[config.mk]
export PLATFORM = sky130hd
export DESIGN_NAME = reg_ctrl_flat
export DESIGN_NICKNAME = d
export VERILOG_FILES = /design/src/rtl/reg_ctrl_pkg.sv /design/src/rtl/reg_ctrl_if.sv /design/src/rtl/reg_ctrl.sv /design/src/flat_wrapper.sv
export SDC_FILE = /design/constraint.sdc
export NUM_CORES = 1
export LEC_CHECK = 0
export CORE_MARGIN = 5
export CORE_UTILIZATION = 25
export CTS_CLUSTER_DIAMETER = 100
export DETAILED_ROUTE_END_ITERATION = 16
export HOLD_SLACK_MARGIN = 0.12
export PLACE_DENSITY = 0.53
export SLEW_MARGIN = 15
export SYNTH_ARGS = -nofsm -noshare
export SYNTH_HDL_FRONTEND = slang
export SYNTH_SLANG_ARGS = --single-unit
[constraint.sdc]
create_clock -name i_Ref_clk -period 4.5 [get_ports i_Ref_clk]
set_input_delay 0.9 -clock i_Ref_clk [delete_from_list [all_inputs] [get_ports i_Ref_clk]]
set_output_delay 0.9 -clock i_Ref_clk [all_outputs]
set_load 0.03 [all_outputs]
[src/rtl/reg_ctrl_pkg.sv]
// reg_ctrl_pkg
// Holds the items that the register-control command decoder and its bench
// both use: the decoder state encoding, the frame command bytes, and the
// error byte that is transmitted when REG_CTRL_ERR_EN is defined.
package reg_ctrl_pkg;

    typedef enum logic [2:0] {
        ST_IDLE,
        ST_WR_ADDR,
        ST_WR_DATA,
        ST_RD_ADDR,
        ST_RD_WAIT,
        ST_TX_WAIT
    } state_t;

    localparam logic [7:0] CMD_WR   = 8'hAA;
    localparam logic [7:0] CMD_RD   = 8'hBB;
    localparam logic [7:0] ERR_CODE = 8'hEE;

endpackage

[src/rtl/reg_ctrl_if.sv]
// reg_ctrl_if
// Bundles the signals between the command decoder and its neighbours.
//   Receive path   : i_rx_data, i_rx_valid          (into the decoder)
//   Register file  : o_addr, o_wr_en, o_rd_en, o_wr_data (out of the decoder)
//                    i_rd_data, i_rd_valid           (into the decoder)
//   Transmit path  : o_tx_data, o_tx_valid          (out of the decoder)
//                    i_tx_busy                       (into the decoder)
// modport master : the decoder side (reg_ctrl)
// modport slave  : the surrounding RX / register file / TX side
interface reg_ctrl_if #(
    parameter int WIDTH_REG = 8,
    parameter int ADDR      = 4
) ();

    logic [WIDTH_REG-1:0] i_rx_data;
    logic                 i_rx_valid;
    logic [ADDR-1:0]      o_addr;
    logic                 o_wr_en;
    logic                 o_rd_en;
    logic [WIDTH_REG-1:0] o_wr_data;
    logic [WIDTH_REG-1:0] i_rd_data;
    logic                 i_rd_valid;
    logic [WIDTH_REG-1:0] o_tx_data;
    logic                 o_tx_valid;
    logic                 i_tx_busy;

    modport master (
        input  i_rx_data, i_rx_valid, i_rd_data, i_rd_valid, i_tx_busy,
        output o_addr, o_wr_en, o_rd_en, o_wr_data, o_tx_data, o_tx_valid
    );

    modport slave (
        output i_rx_data, i_rx_valid, i_rd_data, i_rd_valid, i_tx_busy,
        input  o_addr, o_wr_en, o_rd_en, o_wr_data, o_tx_data, o_tx_valid
    );

endinterface

[src/rtl/reg_ctrl.sv]
// reg_ctrl
// Decodes UART byte frames into register file accesses and returns read
// results as a single transmitted byte.
//   Write frame : 0xAA, addr, data
//   Read frame  : 0xBB, addr   -> read data sent back through the TX handshake
// Only the low ADDR bits of the address byte are used.
// Ports:
//   i_Ref_clk : reference clock, rising edge
//   i_rst     : asynchronous active-low reset
//   bus       : reg_ctrl_if.master (RX byte in, register file, TX byte out)
// Optional feature macro: REG_CTRL_ERR_EN
//   defined   -> unknown command bytes and read timeouts transmit 0xEE
//   undefined -> both are silently dropped
// All outputs come straight from registers.
module reg_ctrl
    import reg_ctrl_pkg::*;
#(
    parameter int WIDTH_REG  = 8,
    parameter int ADDR       = 4,
    parameter int RD_TIMEOUT = 4
) (
    input  logic        i_Ref_clk,
    input  logic        i_rst,
    reg_ctrl_if.master  bus
);

    localparam int CNT_W = $clog2(RD_TIMEOUT + 1);

    state_t               state_reg, state_next;
    logic [ADDR-1:0]      addr_reg, addr_next;
    logic [WIDTH_REG-1:0] wr_data_reg, wr_data_next;
    logic [WIDTH_REG-1:0] tx_data_reg, tx_data_next;   // TX holding register
    logic                 wr_en_reg, wr_en_next;
    logic                 rd_en_reg, rd_en_next;
    logic                 tx_valid_reg, tx_valid_next;
    logic [CNT_W-1:0]     cnt_reg, cnt_next;           // cycles spent in RD_WAIT

    always_ff @(posedge i_Ref_clk or negedge i_rst) begin
        if (!i_rst) begin
            state_reg    <= ST_IDLE;
            addr_reg     <= '0;
            wr_data_reg  <= '0;
            tx_data_reg  <= '0;
            wr_en_reg    <= 1'b0;
            rd_en_reg    <= 1'b0;
            tx_valid_reg <= 1'b0;
            cnt_reg      <= '0;
        end else begin
            state_reg    <= state_next;
            addr_reg     <= addr_next;
            wr_data_reg  <= wr_data_next;
            tx_data_reg  <= tx_data_next;
            wr_en_reg    <= wr_en_next;
            rd_en_reg    <= rd_en_next;
            tx_valid_reg <= tx_valid_next;
            cnt_reg      <= cnt_next;
        end
    end

    always_comb begin
        // Strobes default low so each is high for exactly one cycle.
        state_next    = state_reg;
        addr_next     = addr_reg;
        wr_data_next  = wr_data_reg;
        tx_data_next  = tx_data_reg;
        wr_en_next    = 1'b0;
        rd_en_next    = 1'b0;
        tx_valid_next = 1'b0;
        cnt_next      = cnt_reg;

        case (state_reg)
            ST_IDLE: begin
                if (bus.i_rx_valid) begin
                    if (bus.i_rx_data == WIDTH_REG'(CMD_WR)) begin
                        state_next = ST_WR_ADDR;
                    end else if (bus.i_rx_data == WIDTH_REG'(CMD_RD)) begin
                        state_next = ST_RD_ADDR;
                    end else begin
`ifdef REG_CTRL_ERR_EN
                        tx_data_next = WIDTH_REG'(ERR_CODE);
                        state_next   = ST_TX_WAIT;
`else
                        state_next   = ST_IDLE;
`endif
                    end
                end
            end

            ST_WR_ADDR: begin
                if (bus.i_rx_valid) begin
                    addr_next  = bus.i_rx_data[ADDR-1:0];
                    state_next = ST_WR_DATA;
                end
            end

            ST_WR_DATA: begin
                if (bus.i_rx_valid) begin
                    wr_data_next = bus.i_rx_data;
                    wr_en_next   = 1'b1;
                    state_next   = ST_IDLE;
                end
            end

            ST_RD_ADDR: begin
                if (bus.i_rx_valid) begin
                    addr_next  = bus.i_rx_data[ADDR-1:0];
                    rd_en_next = 1'b1;
                    cnt_next   = '0;
                    state_next = ST_RD_WAIT;
                end
            end

            ST_RD_WAIT: begin
                // Incoming RX bytes are deliberately ignored here.
                if (bus.i_rd_valid) begin
                    tx_data_next = bus.i_rd_data;
                    state_next   = ST_TX_WAIT;
                end else if (cnt_reg == CNT_W'(RD_TIMEOUT - 1)) begin
                    // This is the RD_TIMEOUT-th cycle with no response.
                    cnt_next = '0;
`ifdef REG_CTRL_ERR_EN
                    tx_data_next = WIDTH_REG'(ERR_CODE);
                    state_next   = ST_TX_WAIT;
`else
                    state_next   = ST_IDLE;
`endif
                end else begin
                    cnt_next = cnt_reg + CNT_W'(1);
                end
            end

            ST_TX_WAIT: begin
                if (!bus.i_tx_busy) begin
                    tx_valid_next = 1'b1;
                    state_next    = ST_IDLE;
                end
            end

            default: state_next = ST_IDLE;
        endcase
    end

    assign bus.o_addr     = addr_reg;
    assign bus.o_wr_en    = wr_en_reg;
    assign bus.o_rd_en    = rd_en_reg;
    assign bus.o_wr_data  = wr_data_reg;
    assign bus.o_tx_data  = tx_data_reg;
    assign bus.o_tx_valid = tx_valid_reg;

endmodule

[src/flat_wrapper.sv]
// flat-port wrapper written by rule: the top's interface ports become plain ports
module reg_ctrl_flat import reg_ctrl_pkg::*;
#(
    parameter int WIDTH_REG  = 8,
    parameter int ADDR       = 4,
    parameter int RD_TIMEOUT = 4
)
  (i_Ref_clk, i_rst, bus_i_rx_data, bus_i_rx_valid, bus_i_rd_data, bus_i_rd_valid, bus_i_tx_busy, bus_o_addr, bus_o_wr_en, bus_o_rd_en, bus_o_wr_data, bus_o_tx_data, bus_o_tx_valid);
  reg_ctrl_if #(.WIDTH_REG(WIDTH_REG), .ADDR(ADDR)) bus_i ();
  input  logic i_Ref_clk;
  input  logic i_rst;
  input wire logic [$bits(bus_i.i_rx_data)-1:0] bus_i_rx_data;
  input wire logic [$bits(bus_i.i_rx_valid)-1:0] bus_i_rx_valid;
  input wire logic [$bits(bus_i.i_rd_data)-1:0] bus_i_rd_data;
  input wire logic [$bits(bus_i.i_rd_valid)-1:0] bus_i_rd_valid;
  input wire logic [$bits(bus_i.i_tx_busy)-1:0] bus_i_tx_busy;
  output wire logic [$bits(bus_i.o_addr)-1:0] bus_o_addr;
  output wire logic [$bits(bus_i.o_wr_en)-1:0] bus_o_wr_en;
  output wire logic [$bits(bus_i.o_rd_en)-1:0] bus_o_rd_en;
  output wire logic [$bits(bus_i.o_wr_data)-1:0] bus_o_wr_data;
  output wire logic [$bits(bus_i.o_tx_data)-1:0] bus_o_tx_data;
  output wire logic [$bits(bus_i.o_tx_valid)-1:0] bus_o_tx_valid;
  assign bus_i.i_rx_data = bus_i_rx_data;
  assign bus_i.i_rx_valid = bus_i_rx_valid;
  assign bus_i.i_rd_data = bus_i_rd_data;
  assign bus_i.i_rd_valid = bus_i_rd_valid;
  assign bus_i.i_tx_busy = bus_i_tx_busy;
  assign bus_o_addr = bus_i.o_addr;
  assign bus_o_wr_en = bus_i.o_wr_en;
  assign bus_o_rd_en = bus_i.o_rd_en;
  assign bus_o_wr_data = bus_i.o_wr_data;
  assign bus_o_tx_data = bus_i.o_tx_data;
  assign bus_o_tx_valid = bus_i.o_tx_valid;
  reg_ctrl #(.WIDTH_REG(WIDTH_REG), .ADDR(ADDR), .RD_TIMEOUT(RD_TIMEOUT)) u_core (.i_Ref_clk(i_Ref_clk), .i_rst(i_rst), .bus(bus_i));
endmodule
==> reports/qor.csv <==
metric;value;unit
reg2reg_to;u_core.bus.o_tx_data[3]$_DFFE_PN0P_;
rows;25;
hold_buffers;0;
synth_top_cell_area_share;0.596;
cts_buffers;5;
maxCapViolCount;0;
grt_start_max_net_pins;30;
whs_path_depth;1;
setup_violations;0;
fin_worst_skew;0.00211;ns
min_period;2.23;ns
whs;0.494;ns
multiInputGateArea;477;µm²
dp_hpwl;2000;µm
synth_mux_area_frac;0.194;
netlist_area;0.00122;mm²
clk_latency;0.27;ns
crit_family;buffers and inverters;
hold_violations;0;
drive_above_1_share;0.245;
slowest_delay;0.70;ns
die_height;79.8;µm
synth_seq_cells;29;
synth_xor_area_frac;0.00719;
vdd_drop_max;0.245;mV
outcome;finished clean;
synth-simple-area-share;0.135;
io-pin-count;44;
holdPathEnd;u_core.cnt_reg[2]$_DFFE_PN0P_;
post_cts_resized;0;
ant_nets;0;
worstPathMaxFanout;2;
gr-total-overflow;0;
hp-class;reg -> reg;
synth_top_flop_cell;dfrtp_1;
cts_tree;done;
worst_slew_pin_slew;0.432;ns
crit_slowest_cell;clkdlybuf4s50_1;
post_cts_buffers;0;
totalWireLength;2710;µm
synth_compound_area_frac;0.0452;
cellLeakagePower;0.780;nW
fillers;475;
grt_pass1_wl;4570;µm
rsz0062_at_grt;no;
fin_nets;160;
area_growth_syn_to_layout;50.3;%
ff2ff_path_depth;3;
grt_usage;0.0956;
antenna_cells;0;
end_kind;primary output;
core-area;0.00472;mm²
clk_pin_slew;0.06;ns
initial_core_util;0.258;
yosysMostFrequentCell;dfrtp_1;
cts_buffer_depth;2;
drv_slew;0;
antenna_found_initial;0;
grt_pass1_vias;922;
finalSetupTns;0;ns
drt_iter0_drc;32;
synthAdderAreaFrac;0.0103;
synthDistinctLibCells;27;
synth_edf_count;0;
wl_per_cell;13.1;µm
reg2reg_slack;2.89;ns
min_period_over_period;0.495;
path_class;reg -> out;
worstHoldStart;u_core.cnt_reg[2]$_DFFE_PN0P_;
cts_sinks;29;
root_buffer;clkbuf_8;
ys_async_sr_fraction;1.00;
synth_top_family_by_area;multiplexers;
first_pass_iters;3;
critical_path_required;3.60;ns
synth_top_cells_by_area;dfrtp_1 (60%), mux2_2 (19%), nor2_1 (1.8%), nor2_8 (1.6%), o21ai_0 (1.6%);
routed_via_density;4.13;
yosys_warnings;0;
crit_arrival;1.33;ns
crit_chain;clkdlybuf4s50_1;
die_area;0.00637;mm²
syn_inst;88;
synth_commonest_cells;dfrtp_1 (29), mux2_2 (21), nor2_1 (6);
critPathBufInv;1;
power_density;672;mW/mm²
yosys.area.top_type;dfrtp_1;
io_buffers;43;
via_count;851;
start_kind;register;
r2r_start;u_core.state_reg[0]$_DFFE_PN0P_;
clock.fmax;0.449;GHz
slew_headroom;0.712;
die_w;79.8;µm
final-seq-area;726;µm²
yosysSeqAreaShare;0.596;
htreeDepth;2;
place_congestion;0.772;
syn_avg_cell_area;13.8;µm²
synth_nets;110;
drc;0;
## cells by family (layout without fill, tap and decap cells)
| group | after synthesis | count (layout) |
|---|---|---|
| flip-flops | 29 | 29 |
| AND/OR/NAND/NOR | 25 | 25 |
| multiplexers | 21 | 21 |
| AO/OA/AOI/OAI | 9 | 9 |
| buffers and inverters | 2 | 53 |
| adder cells (fa/ha/maj) | 1 | 1 |
| XOR/XNOR | 1 | 1 |
## cell type report
cell class | instances | area share
clock buffer | 7 | 0.0527
multi-input combinational | 57 | 0.261
inverter | 1 | 0.00205
timing repair buffer | 44 | 0.239
sequential | 29 | 0.397
tap | 67 | 0.0458
clock inverter | 1 | 0.00274
## placed cells by master, fill, tap and decap left out
| cell type | Yosys | routed |
|---|---|---|
| clkdlybuf4s50_1 | 0 | 43 |
| dfrtp_1 | 29 | 29 |
| mux2_2 | 21 | 21 |
| clkbuf_8 | 0 | 7 |
| nor2_1 | 6 | 6 |
| nand2_1 | 5 | 5 |
| o21ai_0 | 4 | 4 |
| o21a_1 | 2 | 2 |
| and2b_1 | 1 | 1 |
| nor2_2 | 1 | 1 |
| or2b_1 | 1 | 1 |
| nor3b_1 | 1 | 1 |
| and3_1 | 1 | 1 |
| nor2b_1 | 1 | 1 |
| or3b_4 | 1 | 1 |
| nor3_4 | 1 | 1 |
| inv_1 | 1 | 1 |
| nor2_8 | 1 | 1 |
| nand2b_1 | 1 | 1 |
| nand4b_1 | 1 | 1 |
| nor3_1 | 1 | 1 |
| xor2_1 | 1 | 1 |
| nor4_1 | 1 | 1 |
| or4_1 | 1 | 1 |
| o22ai_1 | 1 | 1 |
| o21ai_1 | 1 | 1 |
| a22o_1 | 1 | 1 |
| ha_1 | 1 | 1 |
| clkinv_2 | 0 | 1 |
| buf_4 | 0 | 1 |
## metal layers
layer | share of wire | routed length (µm) | global-route usage | vias up
li1 | - | - | - | 408
met1 | 0.43 | 1160 | 0.111 | 417
met2 | 0.48 | 1300 | 0.149 | 21
met3 | 0.070 | 189 | 0.0440 | 5
met4 | 0.021 | 58 | 0.0456 | 0
met5 | 0 | 0 | 0 | -
## stage by stage
step / util / power (mW) / setup slack [ns] / std cells / area (µm²)
6_report: 0.387 / 1.23 / 2.27 / 206 / 1830
5_1_grt: 0.387 / 1.30 / 2.13 / 206 / 1830
4_1_cts: 0.387 / 1.25 / 2.25 / 206 / 1830
3_5_place_dp: 0.366 / 1.00 / 1.95 / 198 / 1730
3_3_place_gp: 0.366 / 0.993 / 2.01 / 198 / 1730
2_1_floorplan: - / 0.764 / 2.64 / 88 / 1220
## report_power, final
group	leakage [nW]	internal, mW	switching (mW)
clock network	0.0542	0.138	0.0997
registers	0.369	0.365	0.0599
logic	0.357	0.272	0.294
## worst max path at each step
stage,startpoint,end,slack (ns),cells after the start
6_report,u_core.bus.o_addr[1]$_DFFE_PN0P_,bus_o_addr[1],2.27,1
3_3_place_gp,bus_i_rx_valid,u_core.bus.o_wr_data[3]$_DFFE_PN0P_,2.01,5
2_1_floorplan,bus_i_rx_valid,u_core.bus.o_wr_data[0]$_DFFE_PN0P_,2.64,4
3_5_place_dp,bus_i_rx_valid,u_core.bus.o_wr_data[5]$_DFFE_PN0P_,1.95,5
4_1_cts,bus_i_rx_valid,u_core.bus.o_wr_data[5]$_DFFE_PN0P_,2.25,5
5_1_grt,bus_i_rx_valid,u_core.bus.o_wr_data[5]$_DFFE_PN0P_,2.13,5
No activity file was read; power rests on OpenSTA's default activity.
